--- config.mk ---
export PLATFORM = sky130hd
export DESIGN_NAME = vid_stream_out
export DESIGN_NICKNAME = d
export VERILOG_FILES = /design/src/rtl/vid_stream_out.sv
export SDC_FILE = /design/constraint.sdc
export NUM_CORES = 1
export LEC_CHECK = 0
export ABC_AREA = 0
export CORE_MARGIN = 8
export CORE_UTILIZATION = 50
export DETAILED_ROUTE_END_ITERATION = 6
export HOLD_SLACK_MARGIN = 0.03
export PLACE_DENSITY = 0.67
export RECOVER_POWER = 25
export SYNTH_ARGS = -nofsm -noshare
export SYNTH_HDL_FRONTEND = slang
export SYNTH_SLANG_ARGS = --single-unit
--- constraint.sdc ---
create_clock -name clk -period 9.67 [get_ports clk]
set_input_delay 1.4505 -clock clk [delete_from_list [all_inputs] [get_ports clk]]
set_output_delay 1.4505 -clock clk [all_outputs]
set_load 0.02 [all_outputs]
--- src/rtl/vid_stream_out.sv ---
// Video output stage. A flagged pixel stream is buffered in a small FIFO and
// locked onto a free-running raster that drives registered pixel/DE/sync outputs.
module vid_stream_out #(
  parameter int H_ACTIVE   = 1280,
  parameter int H_FP       = 110,
  parameter int H_SYNC     = 40,
  parameter int H_BP       = 220,
  parameter int V_ACTIVE   = 720,
  parameter int V_FP       = 5,
  parameter int V_SYNC     = 5,
  parameter int V_BP       = 20,
  parameter int FIFO_DEPTH = 16
) (
  input  logic        clk,
  input  logic        reset,
  input  logic [23:0] i_color,
  input  logic        i_valid,
  input  logic        i_start,
  input  logic        i_last,
  output logic        o_ready,
  output logic [23:0] vid_data,
  output logic        vid_de,
  output logic        vid_hsync,
  output logic        vid_vsync,
  output logic        o_locked,
  output logic        o_underflow,
  output logic        o_misalign,
  output logic [1:0]  dbg_state
);

  localparam int H_TOTAL = H_ACTIVE + H_FP + H_SYNC + H_BP;
  localparam int V_TOTAL = V_ACTIVE + V_FP + V_SYNC + V_BP;
  localparam int HW = $clog2(H_TOTAL + 1);
  localparam int VW = $clog2(V_TOTAL + 1);
  localparam int AW = $clog2(FIFO_DEPTH);
  localparam int CW = AW + 1;

  localparam logic [HW-1:0] H_LAST     = HW'(H_TOTAL - 1);
  localparam logic [HW-1:0] H_ACT      = HW'(H_ACTIVE);
  localparam logic [HW-1:0] H_LAST_ACT = HW'(H_ACTIVE - 1);
  localparam logic [HW-1:0] HS_START   = HW'(H_ACTIVE + H_FP);
  localparam logic [HW-1:0] HS_END     = HW'(H_ACTIVE + H_FP + H_SYNC);
  localparam logic [VW-1:0] V_LAST     = VW'(V_TOTAL - 1);
  localparam logic [VW-1:0] V_ACT      = VW'(V_ACTIVE);
  localparam logic [VW-1:0] VS_START   = VW'(V_ACTIVE + V_FP);
  localparam logic [VW-1:0] VS_END     = VW'(V_ACTIVE + V_FP + V_SYNC);
  localparam logic [CW-1:0] FIFO_FULL  = CW'(FIFO_DEPTH);

  typedef enum logic [1:0] {
    S_SEARCH     = 2'd0,
    S_WAIT_FRAME = 2'd1,
    S_LOCKED     = 2'd2,
    S_FLUSH      = 2'd3
  } state_t;

  state_t state, state_nxt;

  logic [HW-1:0] h_cnt;
  logic [VW-1:0] v_cnt;
  logic          active, at_origin, line_end;

  logic [25:0]   mem [FIFO_DEPTH];
  logic [AW-1:0] wr_ptr, rd_ptr;
  logic [CW-1:0] count;
  logic          full, empty;
  logic [25:0]   head;
  logic          head_start, head_last;

  logic ready_en;
  logic accept, wr_en, pop, flush, fault_uf, fault_mis, mismatch;

  // Raster runs continuously from reset, independent of lock state.
  always_ff @(posedge clk or posedge reset) begin
    if (reset) begin
      h_cnt <= '0;
      v_cnt <= '0;
    end else if (h_cnt == H_LAST) begin
      h_cnt <= '0;
      v_cnt <= (v_cnt == V_LAST) ? '0 : v_cnt + 1'b1;
    end else begin
      h_cnt <= h_cnt + 1'b1;
    end
  end

  assign active    = (h_cnt < H_ACT) && (v_cnt < V_ACT);
  assign at_origin = (h_cnt == '0) && (v_cnt == '0);
  assign line_end  = (h_cnt == H_LAST_ACT);

  // Handshake: a beat transfers on a rising edge where i_valid && o_ready.
  // o_ready depends only on registered state (no same-cycle bypass), so the
  // source must hold i_color/i_start/i_last stable while i_valid && !o_ready.
  assign full    = (count == FIFO_FULL);
  assign empty   = (count == '0);
  assign o_ready = ready_en && !full && (state != S_FLUSH);
  assign accept  = i_valid && o_ready;

  assign head       = mem[rd_ptr];
  assign head_start = head[25];
  assign head_last  = head[24];
  assign mismatch   = (head_start != at_origin) || (head_last != line_end);

  always_ff @(posedge clk or posedge reset) begin
    if (reset) ready_en <= 1'b0;
    else       ready_en <= 1'b1;
  end

  always_ff @(posedge clk) begin
    if (wr_en) mem[wr_ptr] <= {i_start, i_last, i_color};
  end

  always_ff @(posedge clk or posedge reset) begin
    if (reset) begin
      wr_ptr <= '0;
      rd_ptr <= '0;
      count  <= '0;
    end else if (flush) begin
      wr_ptr <= '0;
      rd_ptr <= '0;
      count  <= '0;
    end else begin
      if (wr_en) wr_ptr <= wr_ptr + 1'b1;
      if (pop)   rd_ptr <= rd_ptr + 1'b1;
      case ({wr_en, pop})
        2'b10:   count <= count + 1'b1;
        2'b01:   count <= count - 1'b1;
        default: count <= count;
      endcase
    end
  end

  always_ff @(posedge clk or posedge reset) begin
    if (reset) state <= S_SEARCH;
    else       state <= state_nxt;
  end

  // The head popped at the origin in WAIT_FRAME is always the start beat,
  // since SEARCH only ever writes from a start beat onwards.
  always_comb begin
    state_nxt = state;
    wr_en     = 1'b0;
    pop       = 1'b0;
    flush     = 1'b0;
    fault_uf  = 1'b0;
    fault_mis = 1'b0;
    case (state)
      S_SEARCH: begin
        if (accept && i_start) begin
          wr_en     = 1'b1;
          state_nxt = S_WAIT_FRAME;
        end
      end
      S_WAIT_FRAME: begin
        wr_en = accept;
        if (at_origin && !empty) begin
          pop = 1'b1;
          if (mismatch) begin
            fault_mis = 1'b1;
            state_nxt = S_FLUSH;
          end else begin
            state_nxt = S_LOCKED;
          end
        end
      end
      S_LOCKED: begin
        wr_en = accept;
        if (active) begin
          if (empty) begin
            fault_uf  = 1'b1;
            state_nxt = S_FLUSH;
          end else begin
            pop = 1'b1;
            if (mismatch) begin
              fault_mis = 1'b1;
              state_nxt = S_FLUSH;
            end
          end
        end
      end
      S_FLUSH: begin
        flush     = 1'b1;
        state_nxt = S_SEARCH;
      end
      default: state_nxt = S_SEARCH;
    endcase
  end

  // Lock stays up through the faulting pixel and drops one cycle later.
  always_ff @(posedge clk or posedge reset) begin
    if (reset) begin
      vid_data    <= '0;
      vid_de      <= 1'b0;
      vid_hsync   <= 1'b0;
      vid_vsync   <= 1'b0;
      o_locked    <= 1'b0;
      o_underflow <= 1'b0;
      o_misalign  <= 1'b0;
    end else begin
      vid_data    <= (pop && !fault_mis) ? head[23:0] : '0;
      vid_de      <= active;
      vid_hsync   <= (h_cnt >= HS_START) && (h_cnt < HS_END);
      vid_vsync   <= (v_cnt >= VS_START) && (v_cnt < VS_END);
      o_locked    <= (state == S_LOCKED) || (state_nxt == S_LOCKED);
      o_underflow <= fault_uf;
      o_misalign  <= fault_mis;
    end
  end

  assign dbg_state = state;

endmodule

=== Word-level counts from Yosys, hierarchy flattened ===
Memory sizes are Yosys's and may differ from the RTL's.
Index checks and enable logic that the tools add are counted.

* Output and inout bits: 33
* Word-level logic and storage cells: 96
* Register bits after elaboration: 67
* Input port bits: 29
* RAM bits: 416
* Memories kept: 1

{| class="wikitable"
|+ Memories
! name !! words !! bits a word !! read ports !! clocked after Yosys merged registers in !! wr ports !! RTL line !! text
|-
| mem || 16 || 26 || 1 || 0 || 1 || 62 || <nowiki>logic [25:0] mem [FIFO_DEPTH];</nowiki>
|}

* Eq/ne operators: 13
* Reduce and logical (&&, ||, !) cells: 23
* $add $sub $neg: 6
* $lt $le $gt $ge: 6
* Muxes and demuxes: 33

{| class="wikitable"
|+ Operators with widths
! operator !! number
|-
| 24-bit 2-to-1 mux || 1
|-
| 11-bit equality test (second input constant) || 2
|-
| 11-bit less-than comparator (second input constant) || 2
|-
| 10-bit less-than comparator (second input constant) || 2
|-
| 4-bit 2-to-1 mux || 4
|-
| 1-bit 2-to-1 mux || 15
|-
| 11-bit by 1-bit adder with 11-bit output (second input constant) || 1
|-
| 11-bit >= comparator (second input constant) || 1
|-
| 11-bit logical NOT || 1
|-
| 11-bit 2-to-1 mux || 1
|-
| 10-bit by 1-bit adder with 10-bit output (second input constant) || 1
|-
| 10-bit equality test (second input constant) || 1
|-
| 10-bit >= comparator (second input constant) || 1
|-
| 1-bit logical AND || 10
|-
| 10-bit logical NOT || 1
|-
| 10-bit 2-to-1 mux || 1
|-
| 2-bit 2-to-1 mux || 5
|-
| 5-bit one-hot mux with 2 select lines || 1
|-
| 4-bit by 1-bit adder with 4-bit output (second input constant) || 2
|-
| 2-bit equality test (second input constant) || 4
|-
| 2-bit one-hot mux with 4 select lines || 1
|-
| 1-bit one-hot mux with 2 select lines || 3
|-
| 5-bit by 1-bit adder with 5-bit output (second input constant) || 1
|-
| 5-bit equality test (second input constant) || 1
|-
| 12 further kinds || 18
|}

=== Logic depth before layout (Yosys ltp) ===
* Depth in word-level cells: 11
* Depth in mapped cells: 14
* Depth with buffers taken out: 14

=== Least setup slack after synthesis ===
Ideal clock, no wire load.

* Path type: in2reg
* From: in i_start
* To: mem mem[0][0] (enable)
* Arrival time: 4.404 ns
* Data required time: 9.194 ns
* Stages on the path: 4
* Setup slack: 4.791 ns
* Path through: a21oi_1 -> nor2_1 -> nand3_1 -> nor4_1

* Word-level cells in the longest chain between the ends: 5

{| class="wikitable"
|+ RTL lines
! item !! RTL line !! text
|-
| start: declaration || 18 || <nowiki>input logic i_start,</nowiki>
|-
| 1-bit logical AND || 147 || <nowiki>if (accept && i_start) begin</nowiki>
|-
| 1-bit 2-to-1 mux || 147 ||
|-
| 1-bit one-hot mux with 2 select lines || 145 || <nowiki>case (state)</nowiki>
|-
| 1-bit 2-to-1 mux || 108 || <nowiki>if (wr_en) mem[wr_ptr] <= {i_start, i_last, i_color};</nowiki>
|-
| 1-bit 2-to-1 mux (implied by the code) || 108 ||
|-
| end: declaration || 62 ||
|}

No other way between the ends.

=== Worst setup path after layout ===
* From: reg state[0], in the netlist dbg_state[0]
* To: out o_ready

* Word-level cells in the longest chain between the ends: 2

{| class="wikitable"
|+ RTL lines
! item !! RTL line !! text
|-
| start: declaration || 56 || <nowiki>state_t state, state_nxt;</nowiki>
|-
| start signal: assignment || 133 || <nowiki>else state <= state_nxt;</nowiki>
|-
| 2-bit inequality test || 94 || <nowiki>assign o_ready = ready_en && !full && (state != S_FLUSH);</nowiki>
|-
| 1-bit logical AND || 94 ||
|-
| end: declaration || 20 || <nowiki>output logic o_ready,</nowiki>
|}

No other way between the ends.

==> flow_summary.toml <==
[placement]
dp_hpwl_microns = 20610
place_ws_ns = 4.978
dp_cells = 1493
placed_cell_area_sq_um = 20550
port-buffer-count = 61
place_congestion = 0.7836

[layout]
n_fill_cell = 2862
stdcell_count = 1585
area_growth_pct = 14.35
final_core_util_pct = 57.62
fin_area_sq_um = 22170
nets = 1077
drive_gt1_share_pct = 24.93
num_antenna_cells = 0

[sta]
fmax_mhz = 241.2
fin_skew_ns = 0.01616
grt_setup_unrepaired = "no"
setup_viol = 0
timing.hold.ws_ns = 0.5077
setup_ws_ns = 5.523
layout_min_cycle_time_ns = 4.147
maxSlewViolCount = 0
worst_slew_pin_slew_ns = 1.055
setup_tns_ns = 0
hold_violations = 0
fin_crit_sh_pct = 42.88
slew_headroom_pct = 28.99

[yosys]
synth_most_common_cell = "edfxtp_1"
netlist_instances = 945
synth.top_cell.area_share_pct = 64.45
yosysTopAreaCell = "edfxtp_1"
synth-seq-cells = 483
synth_commonest_cells = "edfxtp_1, mux4_2, dfrtp_1, nor2_1, inv_1"
yosysWarnings = 0
syn_nets = 996
synth_edf_count = 416
synth-main-ff-cell = "edfxtp_1"
syn_area_per_cell_sq_um = 20.51
async_reset_ff_share_pct = 13.87
ys_seq_area_share_pct = 73.10
ys_top_cells_by_area = "edfxtp_1, mux4_2, dfrtp_1"
yosysUniqueCellTypes = 62
netlist_area_sq_um = 19380

[worst_setup_path]
rr_worst_depth = 5
critical_path_class = "flop to output pin"
worstPathRequired_ns = 8.22
cpPeakStageDelay_ns = 0.67
cp_cell_sequence = "ha_1 -> nand2b_1 -> a21oi_1 -> clkdlybuf4s50_1"
crit_slowest_cell = "clkdlybuf4s50_1"
cp.arrival_ns = 2.70
startpoint_type = "flop"
path_max_fanout = 19
end_kind = "output pin"

[clock_network]
cts_buffers = 49
cts_num_sinks = 483
insertion_delay_ns = 0.58
cts_buffer_depth = 3
cts_tree = "yes"
postCtsHoldBufs = 0
cts_resized = 0
h-tree-depth = 2
clkTransAtPathRegs_ns = 0.06
cts_root_buf = "clkbuf_16"
post_cts_buffers = 0

[global_route]
grt_pass1_vias = 9581
grt.overflow.total = 0
grt.total_usage_pct = 16.51
grt_pass1_wl_microns = 56940
grt_max_degree = 68
antenna_found_initial = 0

[routing]
drtPass1Iterations = 4
met1_length_microns = 15590
met2WireLength_microns = 18080
route.met3.wl_microns = 1621
via_count = 9009
drtIter0Drc = 786
wl_microns = 36110
highest_layer = "met4"
drcViolationCount = 0
vias_per_cell = 5.684
final_antenna_net_count = 0
wl_per_cell_microns = 22.78

[die]
core_area_sq_um = 38470
fp-row-count = 72
die_h_microns = 212.9
die_area_sq_um = 45320
ios = 62
die_w_microns = 212.9
initial_core_util_pct = 50.39

[power]
powerDensity_nw_per_um2 = 206.5
vdd_ir_drop_max_v = 0.0001466
power_mw = 4.576
leakagePower_nw = 7.238

[run_status]
status = "completed"

[min_path]
hold_path_depth = 1
hold_path_class = "flop to flop"

[job]
drv_cap = 0
## cell type report
class | instances | area [sq um] | area share, %
Clock buffer | 63 | 1331 | 6.006
Clock inverter | 29 | 295.3 | 1.332
Inverter | 23 | 87.58 | 0.3951
Multi-Input combinational cell | 395 | 4916 | 22.18
Sequential cell | 483 | 14180 | 63.97
Tap cell | 518 | 648.1 | 2.924
Timing Repair Buffer | 74 | 708.2 | 3.195
## registers in the layout, summed over array words and instances (netlist names)
signal / flops
h_cnt: 11
o_locked: 1
vid_de: 1
vid_vsync: 1
ready_en: 1
o_underflow: 1
vid_hsync: 1
rd_ptr: 4
wr_ptr: 4
v_cnt: 10
o_misalign: 1
mem: 416
dbg_state: 2
count: 5
vid_data: 24
## kinds of logic (layout without fill, tap and decap cells)
| group | count (synthesis) | count (layout) | share of synthesized area (%) |
|---|---|---|---|
| flops | 483 | 483 | 73.10 |
| simple gates | 155 | 155 | 5.119 |
| mux | 145 | 145 | 15.64 |
| buf+inv | 67 | 189 | 1.820 |
| compound gates | 53 | 53 | 1.911 |
| fa+ha+maj | 22 | 22 | 1.459 |
| xor+xnor | 19 | 19 | 0.9359 |
| other cells | 1 | 1 | 0.01935 |
## critical path: cells and delay by family (launching register included)
family	cells	cell delay, ns
flops	1	0.47
simple gates	1	0.27
compound gates	1	0.23
fa+ha+maj	1	0.48
buf+inv	1	0.67
## layout by cell type, fill, tap and decap left out, types with 13 or more instances in the layout
cell and n:
inv_1 22, clkdlybuf4s50_1 45, buf_4 13, nand2_1 22
ha_1 21, nor2_1 29, edfxtp_1 416, dfrtp_1 63
clkbuf_16 51, o21ai_0 16, nor2b_4 18, mux4_2 124
dlygate4sd3_1 16
## per-layer routing
layer | track usage (%) | vias to the layer above
li1 | - | 3975
met1 | 22.27 | 4773
met2 | 27.10 | 195
met3 | 2.892 | 66
met4 | 5.640 | 0
met5 | 0 | -
## where the power goes
group / total (mW) / internal (mW) / switching, mW / leakage (nW)
sequential: 2.42 / 2.37 / 0.0449 / 4.63
clock: 1.90 / 1.13 / 0.771 / 0.795
combinational: 0.257 / 0.0989 / 0.158 / 1.81
## path summary, 6_finish.rpt
kind	start	end	slack, ns
worst max-delay path	dbg_state[0]	o_ready	5.52
worst min-delay path	h_cnt[7]	h_cnt[7]	0.51
worst max register to register	rd_ptr[0]	vid_data[22]	5.86
worst min register to register	h_cnt[7]	h_cnt[7]	0.51
max in group asynchronous	reset	rd_ptr[0]	7.47
min in group asynchronous	reset	rd_ptr[2]	1.51
Power figures use the tool's default switching activity.
